$ cat src/rtl/dsp_pkg.sv
// Shared DSP definitions for the tone generator and the Goertzel receiver bank.
// Both ends use mult_coeff so their coefficient quantisation is bit-identical.
package dsp_pkg;

    typedef enum logic [1:0] {IDLE, SEED, RUN} tone_state_t;

    // Full 64-bit product, arithmetic shift (floor toward -inf), wrap to 32 bits.
    function automatic logic signed [31:0] mult_coeff(
        input logic signed [31:0] a,
        input logic signed [31:0] b,
        input int unsigned        frac_bits
    );
        logic signed [63:0] prod;
        prod = 64'(a) * 64'(b);
        return 32'(prod >>> frac_bits);
    endfunction

    function automatic logic signed [15:0] sat16(input logic signed [31:0] v);
        if (v > 32'sd32767) begin
            return 16'sh7fff;
        end else if (v < -32'sd32768) begin
            return 16'sh8000;
        end else begin
            return v[15:0];
        end
    endfunction

endpackage

$ cat src/rtl/goertzel_tone_gen.sv
// Resonator sine-burst generator: y[n] = COEFF*y[n-1] - y[n-2], seeded with
// y[0]=0 and y[1]=amp*sin(w), streamed out saturated on a valid/ready port.
module goertzel_tone_gen #(
    parameter int          COEFF      = 0,
    parameter int          SIN_COEFF  = 16384,
    parameter int unsigned COEFF_BITS = 14
) (
    input  logic        clk,
    input  logic        rst_n,
    input  logic        start_i,
    input  logic [15:0] amp_i,
    input  logic [15:0] len_i,
    input  logic        stop_i,
    output logic [15:0] data_o,
    output logic        valid_o,
    input  logic        ready_i,
    output logic        last_o,
    output logic        busy_o
);
    import dsp_pkg::*;

    localparam logic signed [31:0] COEFF_Q = 32'(COEFF);
    localparam logic signed [31:0] SIN_Q   = 32'(SIN_COEFF);

    tone_state_t        state_q;
    logic signed [31:0] y_cur_q;
    logic signed [31:0] y_prev_q;
    logic signed [31:0] seed_q;
    logic signed [15:0] amp_q;
    logic [15:0]        len_q;
    logic [15:0]        count_q;
    logic               stop_pend_q;
    logic               valid_q;
    logic               last_q;
    logic               busy_q;

    logic signed [31:0] seed_d;
    logic signed [31:0] y_next_d;
    logic               last_next_d;

    always_comb begin
        seed_d      = mult_coeff({{16{amp_q[15]}}, amp_q}, SIN_Q, COEFF_BITS);
        // Beat 1 comes from the seed; the recurrence only applies from beat 2 on.
        y_next_d    = (count_q == '0) ? seed_q
                                      : mult_coeff(y_cur_q, COEFF_Q, COEFF_BITS) - y_prev_q;
        last_next_d = ((len_q != '0) && (count_q + 16'd1 == len_q - 16'd1))
                      || stop_pend_q || stop_i;
    end

    always_ff @(posedge clk or negedge rst_n) begin
        if (!rst_n) begin
            state_q     <= IDLE;
            y_cur_q     <= '0;
            y_prev_q    <= '0;
            seed_q      <= '0;
            amp_q       <= '0;
            len_q       <= '0;
            count_q     <= '0;
            stop_pend_q <= 1'b0;
            valid_q     <= 1'b0;
            last_q      <= 1'b0;
            busy_q      <= 1'b0;
        end else begin
            case (state_q)
                IDLE: begin
                    valid_q <= 1'b0;
                    last_q  <= 1'b0;
                    busy_q  <= 1'b0;
                    if (start_i) begin
                        amp_q       <= amp_i;
                        len_q       <= len_i;
                        count_q     <= '0;
                        stop_pend_q <= 1'b0;
                        busy_q      <= 1'b1;
                        state_q     <= SEED;
                    end
                end
                SEED: begin
                    y_prev_q    <= '0;
                    y_cur_q     <= '0;
                    seed_q      <= seed_d;
                    stop_pend_q <= stop_pend_q | stop_i;
                    valid_q     <= 1'b1;
                    last_q      <= (len_q == 16'd1) || stop_i;
                    state_q     <= RUN;
                end
                RUN: begin
                    if (stop_i) begin
                        stop_pend_q <= 1'b1;
                    end
                    if (ready_i) begin
                        if (last_q) begin
                            valid_q <= 1'b0;
                            last_q  <= 1'b0;
                            busy_q  <= 1'b0;
                            state_q <= IDLE;
                        end else begin
                            y_prev_q <= y_cur_q;
                            y_cur_q  <= y_next_d;
                            count_q  <= count_q + 16'd1;
                            last_q   <= last_next_d;
                        end
                    end
                end
                default: state_q <= IDLE;
            endcase
        end
    end

    assign data_o  = sat16(y_cur_q);
    assign valid_o = valid_q;
    assign last_o  = last_q;
    assign busy_o  = busy_q;

endmodule

$ cat config.mk
export PLATFORM = sky130hd
export DESIGN_NAME = goertzel_tone_gen
export DESIGN_NICKNAME = d
export VERILOG_FILES = /design/src/rtl/dsp_pkg.sv /design/src/rtl/goertzel_tone_gen.sv
export SDC_FILE = /design/constraint.sdc
export NUM_CORES = 1
export LEC_CHECK = 0
export ABC_CLOCK_PERIOD_IN_PS = 4810
export CAP_MARGIN = 30
export CORE_ASPECT_RATIO = 0.7
export CORE_UTILIZATION = 60
export DETAILED_ROUTE_END_ITERATION = 16
export PLACE_DENSITY = 0.82
export SLEW_MARGIN = 5
export SYNTH_ARGS = -nofsm -noshare
export SYNTH_HDL_FRONTEND = slang
export SYNTH_SLANG_ARGS = --single-unit
$ cat constraint.sdc
create_clock -name clk -period 4.81 [get_ports clk]
set_clock_uncertainty 0.15 [all_clocks]
set_input_delay 0.481 -clock clk [delete_from_list [all_inputs] [get_ports clk]]
set_output_delay 0.481 -clock clk [all_outputs]
set_load 0.03 [all_outputs]
==> flow_metrics.env, run 1 <==
export IMPL_antenna_found_initial=0
export IMPL_synth_largest_area_cell="dfrtp_1"
export IMPL_maxSlewViolCount=0
export IMPL_regToRegSetupSlack_ns=1.57
export IMPL_multi_input_area_um2=3510
export IMPL_crit_chain="inv_1, ha_1, buf_4, nand3b_1, nor3b_1, nand3_1, nor4_1, nand4_1, o41ai_2"
export IMPL_pre_cts_ws_ns=1.73
export IMPL_cp_top_family="simple AND/OR/NAND/NOR gates"
export IMPL_final_cell_mix="dfrtp_1, nand2_1, clkdlybuf4s50_1, mux2_2, nor2_1"
export IMPL_io_pins=56
export IMPL_placed_cells=899
export IMPL_area_growth_pct=19.7
export IMPL_ant_nets=0
export IMPL_synth_top_cell_area_share_pct=47.5
export IMPL_synth_cell_types=50
export IMPL_cts_tree="built"
export IMPL_path_max_fanout=35
export IMPL_place_congestion=0.930
export IMPL_place_hpwl_um=11700
export IMPL_io_buffer_count=55
export IMPL_clk_pin_slew_worst_paths_ns=0.06
export IMPL_r2r_end="last_o"
export IMPL_cts_buffer_depth=2
export IMPL_relSlewSlack_pct=45.0
export IMPL_worstSetupPathType="flop to flop"
export IMPL_synthesis_nets=762
export IMPL_final_util_pct=75.3
export IMPL_die_w_um=132
export IMPL_drive_above_1_share_pct=14.4
export IMPL_die_h_um=92.7
export IMPL_fmax_mhz=309
export IMPL_worst_setup_path_end_kind="flop"
export IMPL_wl_met1_um=8050
export IMPL_finalHoldWorstSlack_ns=0.332
export IMPL_grt_pass1_vias=5627
export IMPL_crit_arrival_ns=3.41
export IMPL_hp_class="flop to flop"
export IMPL_tns_ns=0
export IMPL_fillers=720
export IMPL_core_um2=11200
export IMPL_final_area_um2=8450
export IMPL_routed_wl_met3_um=1390
export IMPL_whs_endpoint="seed_q[14]"
export IMPL_numCtsBuffers=17
export IMPL_drc=0
export IMPL_htreeDepth=4
export IMPL_stdcell_count=933
export IMPL_synth_area_leaders="dfrtp_1, mux2_2, nand2_1"
export IMPL_synth_avg_cell_area_um2=9.86
export IMPL_r2r_start="state_q[0]"
export IMPL_netlist_area_um2=7060
export IMPL_ys_async_sr_fraction_pct=100
export IMPL_worst_slew_pin_slew_ns=0.822
export IMPL_placed_cell_area_um2=7800
export IMPL_critPathSlowestCell="nor3b_1"
export IMPL_drt_initial_drc_count=603
export IMPL_firstDrtPassIters=5
export IMPL_path_buf_inv=2
export IMPL_synth_edf_count=0
export IMPL_min_from="amp_q[14]"
export IMPL_power_mw=5.77
export IMPL_slowest_delay_ns=0.53
export IMPL_grt_usage_pct=30.8
export IMPL_fin_nets=813
export IMPL_postCtsResizedCells=0
export IMPL_yosysSeqAreaShare_pct=47.5
export IMPL_min_path_cells=2
export IMPL_status="complete, no violations"
export IMPL_cts_root_buf="clkbuf_16"
export IMPL_powerDensity_nw_per_um2=684
export IMPL_ys_seq_elements=134
export IMPL_die_area_um2=12200
export IMPL_setup_ws_ns=1.57
export IMPL_cts_setup_buffers=0
export IMPL_diodes=0
export IMPL_clk_latency_ns=0.42
export IMPL_grt_pass1_wl_um=29200
export IMPL_yosysWarnings=0
export IMPL_wl_per_cell_um=18.9
export IMPL_ir_drop_uv=596
export IMPL_dr_max_layer_used="met4"
export IMPL_final_common_cell="dfrtp_1"
export IMPL_row_count=32
export IMPL_syn_inst=716
export IMPL_hold_violations=0
export IMPL_cp_start_kind="flop"
export IMPL_routed_wl_um=17600
export IMPL_finalSetupViolCount=0
export IMPL_routed_via_density=6.14
export IMPL_maxCapViolCount=0
export IMPL_grt_max_degree=52
export IMPL_worstRegToRegCells=9
export IMPL_crit_start="state_q[0]"
export IMPL_crit_required_ns=4.98
export IMPL_clock_sinks=134
export IMPL_rsz0062_at_grt="false"
export IMPL_timing_final_crit_period_ns=3.24
export IMPL_ys_flop_type="dfrtp_1"
export IMPL_met2_length_um=7970
export IMPL_regArea_um2=3350
export IMPL_gr_total_overflow=0
export IMPL_p_leak_nw=3.75
export IMPL_start_util_pct=63.0
export IMPL_via_count=5729
export IMPL_finalCritPeriodShare_pct=67.4
## worst min-delay path: cells and delay by family (launching register included)
kind	cells	cell delay, ns
flip-flops	1	0.34
AO/OA/AOI/OAI	1	0.06
AND/OR/NAND/NOR	1	0.05
## cells by family after synthesis
| logic type | synth area share [%] |
|---|---|
| mux | 8.51 |
| fa+ha+maj | 1.60 |
| buf+inv | 3.01 |
| simple gates | 20.4 |
| compound gates | 10.0 |
| flops | 47.5 |
| xor+xnor | 8.95 |
## how the worst max path moves through the flow
| stage | end | slack (ns) | cells past startpoint |
|---|---|---|---|
| after CTS | last_o | 1.69 | 9 |
| final | last_o | 1.57 | 9 |
| after detailed placement | last_o | 1.73 | 9 |
| after floorplan | data_o[10] | 2.38 | 4 |
| after global routing | last_o | 1.41 | 9 |
| after global placement | y_cur_q[9] | 1.83 | 7 |
## cell type report
type                       count  area share (%)
timing repair buffer          70            8.56
tap                          153            2.27
clock buffer                  18            5.08
sequential                   134            39.7
clock inverter                14            2.07
inverter                      16           0.711
multi-input combinational    528            41.6
## repair_timing
action	in CTS	in global routing
setup endpoints to repair	0	0
hold endpoints to repair	49	0
hold buffers	1	0
## flip-flops by register name (all words and copies together), names as in the netlist, 2 cells and up
signal / cells
count_q: 16
seed_q: 16
state_q: 2
amp_q: 16
y_cur_q: 32
len_q: 16
y_prev_q: 32
## synth_stat cells, types with 5 or more instances
library cell / number
a21oi_1: 12
nor4_1: 20
nor2_1: 46
clkbuf_1: 26
nand2_1: 119
inv_1: 16
a22o_1: 18
o21a_1: 15
o21ai_0: 41
or4_1: 5
xnor2_1: 40
nor3_1: 18
mux2_2: 48
dfrtp_1: 134
nand4_1: 8
xor2_1: 27
mux2i_1: 6
ha_1: 9
nand3_1: 40
a221o_1: 6
buf_1: 9
## routing by layer
layer	vias to the layer above	global-route usage, %
met2	259	45.9
li1	2614	-
met1	2824	43.8
met4	0	9.79
met3	32	8.32
met5	-	0
## power breakdown
group          switching (mW)  internal [mW]  total [mW]
clock network           0.516          0.821        1.34
logic                    1.43           1.19        2.62
registers               0.352           1.47        1.82
Power figures use the tool's default switching activity.
==> inputs of run 2 (changes only) <==
--- a/config.mk
+++ b/config.mk
@@ -5,12 +5,12 @@
 export SDC_FILE = /design/constraint.sdc
 export NUM_CORES = 1
 export LEC_CHECK = 0
-export ABC_CLOCK_PERIOD_IN_PS = 4810
+export ABC_CLOCK_PERIOD_IN_PS = 3250
 export CAP_MARGIN = 30
 export CORE_ASPECT_RATIO = 0.7
-export CORE_UTILIZATION = 60
+export CORE_UTILIZATION = 59
 export DETAILED_ROUTE_END_ITERATION = 16
-export PLACE_DENSITY = 0.82
+export PLACE_DENSITY = 0.81
 export SLEW_MARGIN = 5
 export SYNTH_ARGS = -nofsm -noshare
 export SYNTH_HDL_FRONTEND = slang
==> constraint.sdc (replaced) <==
create_clock -name clk -period 3.25 [get_ports clk]
set_clock_uncertainty 0.15 [all_clocks]
set_input_delay 0.325 -clock clk [delete_from_list [all_inputs] [get_ports clk]]
set_output_delay 0.325 -clock clk [all_outputs]
set_load 0.03 [all_outputs]
==> flow_metrics.env, run 2 (synthesis gave the netlist of run 1 again) <==
export IMPL_routed_via_density=6.06
export IMPL_maxSlewViolCount=0
export IMPL_fin_nets=812
export IMPL_place_hpwl_um=11500
export IMPL_clk_pin_slew_worst_paths_ns=0.06
export IMPL_largestRegisters="y_cur_q: 32 flops, y_prev_q: 32 flops"
export IMPL_ant_nets=0
export IMPL_rsz0062_at_grt="false"
export IMPL_io_pins=56
export IMPL_final_area_um2=8380
export IMPL_gr_total_overflow=0
export IMPL_ir_drop_uv=1100
export IMPL_drc=0
export IMPL_start_util_pct=60.4
export IMPL_row_count=33
export IMPL_fillers=780
export IMPL_diodes=0
export IMPL_stdcell_count=935
export IMPL_final_cell_mix="dfrtp_1, nand2_1, clkdlybuf4s50_1, mux2_2, nor2_1"
export IMPL_wl_per_cell_um=18.2
export IMPL_status="complete, no violations"
export IMPL_worstSetupPathType="flop to primary output"
export IMPL_finalCritPeriodShare_pct=90.6
export IMPL_area_growth_pct=18.8
export IMPL_routed_wl_um=17000
export IMPL_grt_usage_pct=29.6
export IMPL_crit_required_ns=2.77
export IMPL_hold_violations=0
export IMPL_worst_slew_pin_slew_ns=0.956
export IMPL_final_util_pct=71.7
export IMPL_die_w_um=133
export IMPL_worst_setup_path_end_kind="primary output"
export IMPL_timing_final_crit_period_ns=2.94
export IMPL_r2r_end="y_cur_q[28]"
export IMPL_clk_latency_ns=0.42
export IMPL_cts_tree="built"
export IMPL_core_um2=11700
export IMPL_relSlewSlack_pct=35.7
export IMPL_drt_initial_drc_count=500
export IMPL_placed_cell_area_um2=7780
export IMPL_path_max_fanout=15
export IMPL_numCtsBuffers=17
export IMPL_firstDrtPassIters=5
export IMPL_die_area_um2=12400
export IMPL_grt_max_degree=65
export IMPL_io_buffer_count=55
export IMPL_p_leak_nw=3.71
export IMPL_place_congestion=0.952
export IMPL_cts_buffer_depth=2
export IMPL_grt_pass1_wl_um=28100
export IMPL_drive_above_1_share_pct=14.1
export IMPL_power_mw=8.35
export IMPL_crit_arrival_ns=2.47
export IMPL_tns_ns=0
export IMPL_hp_class="primary input to async pin"
export IMPL_htreeDepth=4
export IMPL_finalSetupViolCount=0
export IMPL_powerDensity_nw_per_um2=996
export IMPL_die_h_um=93.5
export IMPL_antenna_found_initial=0
export IMPL_maxCapViolCount=0
export IMPL_regToRegSetupSlack_ns=0.52
export IMPL_r2r_start="y_prev_q[4]"
export IMPL_final_common_cell="dfrtp_1"
export IMPL_cts_root_buf="clkbuf_16"
export IMPL_postCtsResizedCells=0
export IMPL_cp_start_kind="flop"
export IMPL_grt_pass1_vias=5454
export IMPL_fmax_mhz=340
export IMPL_worstRegToRegCells=6
export IMPL_via_count=5670
export IMPL_clock_sinks=134
export IMPL_placed_cells=903
run 2: cell types whose count changed in the layout (fill, tap and decap cells not counted):
cell	before	now
clkinv_4	2	3
bufinv_16	3	2
buf_16	3	0
clkinv_2	2	0
clkbuf_8	0	1
buf_12	0	1
buf_6	0	1
run 2: worst max-delay path by stage:
stage / to / startpoint / slack [ns] / cells after the start
4_1_cts: data_o[2] / y_cur_q[16] / 0.31 / 5
3_5_place_dp: last_o / len_q[0] / 0.62 / 8
3_3_place_gp: last_o / count_q[0] / 0.68 / 7
6_report: data_o[2] / y_cur_q[15] / 0.31 / 5
2_1_floorplan: last_o / len_q[0] / 0.93 / 8
5_1_grt: data_o[13] / y_cur_q[15] / 0.23 / 5
run 2: metal layers:
layer | vias to the layer above | global-route usage (%) | wire [um]
met5 | - | 0 | 0
li1 | 2604 | - | -
met2 | 241 | 44.4 | 7590
met3 | 25 | 4.72 | 1120
met4 | 0 | 11.2 | 248
met1 | 2800 | 43.1 | 8050
run 2: worst max-delay path, cell delays in order (launching register included):
cell,delay (ns)
dfrtp_1,0.43
nand4_1,0.14
o41ai_2,0.36
buf_4,0.28
o21a_1,0.18
clkdlybuf4s50_1,0.67
run 2: area by class of cell:
| class | count | area [um^2] | share of cell area [%] |
|---|---|---|---|
| clock buffer | 19 | 443 | 5.28 |
| clock inverter | 12 | 144 | 1.72 |
| inverter | 16 | 60.1 | 0.717 |
| multi-input combinational | 528 | 3510 | 41.9 |
| sequential | 134 | 3350 | 40.0 |
| tap | 157 | 196 | 2.34 |
| timing repair buffer | 69 | 672 | 8.02 |
run 2: what timing repair did:
| action | in CTS | in global routing |
|---|---|---|
| buffers inserted | 0 | 0 |
| endpoints found under the hold margin | 53 | 0 |
| hold buffers | 1 | 0 |
run 2: per-stage QoR:
stage	hold slack (ns)	setup slack (ns)
after floorplan	-0.121	0.925
after global placement	0.177	0.680
after detailed placement	0.168	0.621
after CTS	0.321	0.309
after global routing	0.341	0.230
final	0.293	0.307
run 2: where the power goes:
| group | switching, mW | internal (mW) | leakage, nW |
|---|---|---|---|
| Combinational | 2.07 | 1.68 | 1.69 |
| Sequential | 0.508 | 2.17 | 1.75 |
| Clock | 0.754 | 1.16 | 0.277 |
| Total | 3.34 | 5.01 | 3.71 |
==> inputs of run 3 (changes only) <==
--- a/config.mk
+++ b/config.mk
@@ -11,6 +11,7 @@
 export CORE_UTILIZATION = 59
 export DETAILED_ROUTE_END_ITERATION = 16
 export PLACE_DENSITY = 0.81
+export SKIP_CTS_REPAIR_TIMING = 1
 export SLEW_MARGIN = 5
 export SYNTH_ARGS = -nofsm -noshare
 export SYNTH_HDL_FRONTEND = slang
==> results of run 3 <==
Same layout as run 2: the final DEF is identical, and so are final timing and power.
Main changes from that run: met3 usage 4.72% -> 4.77%
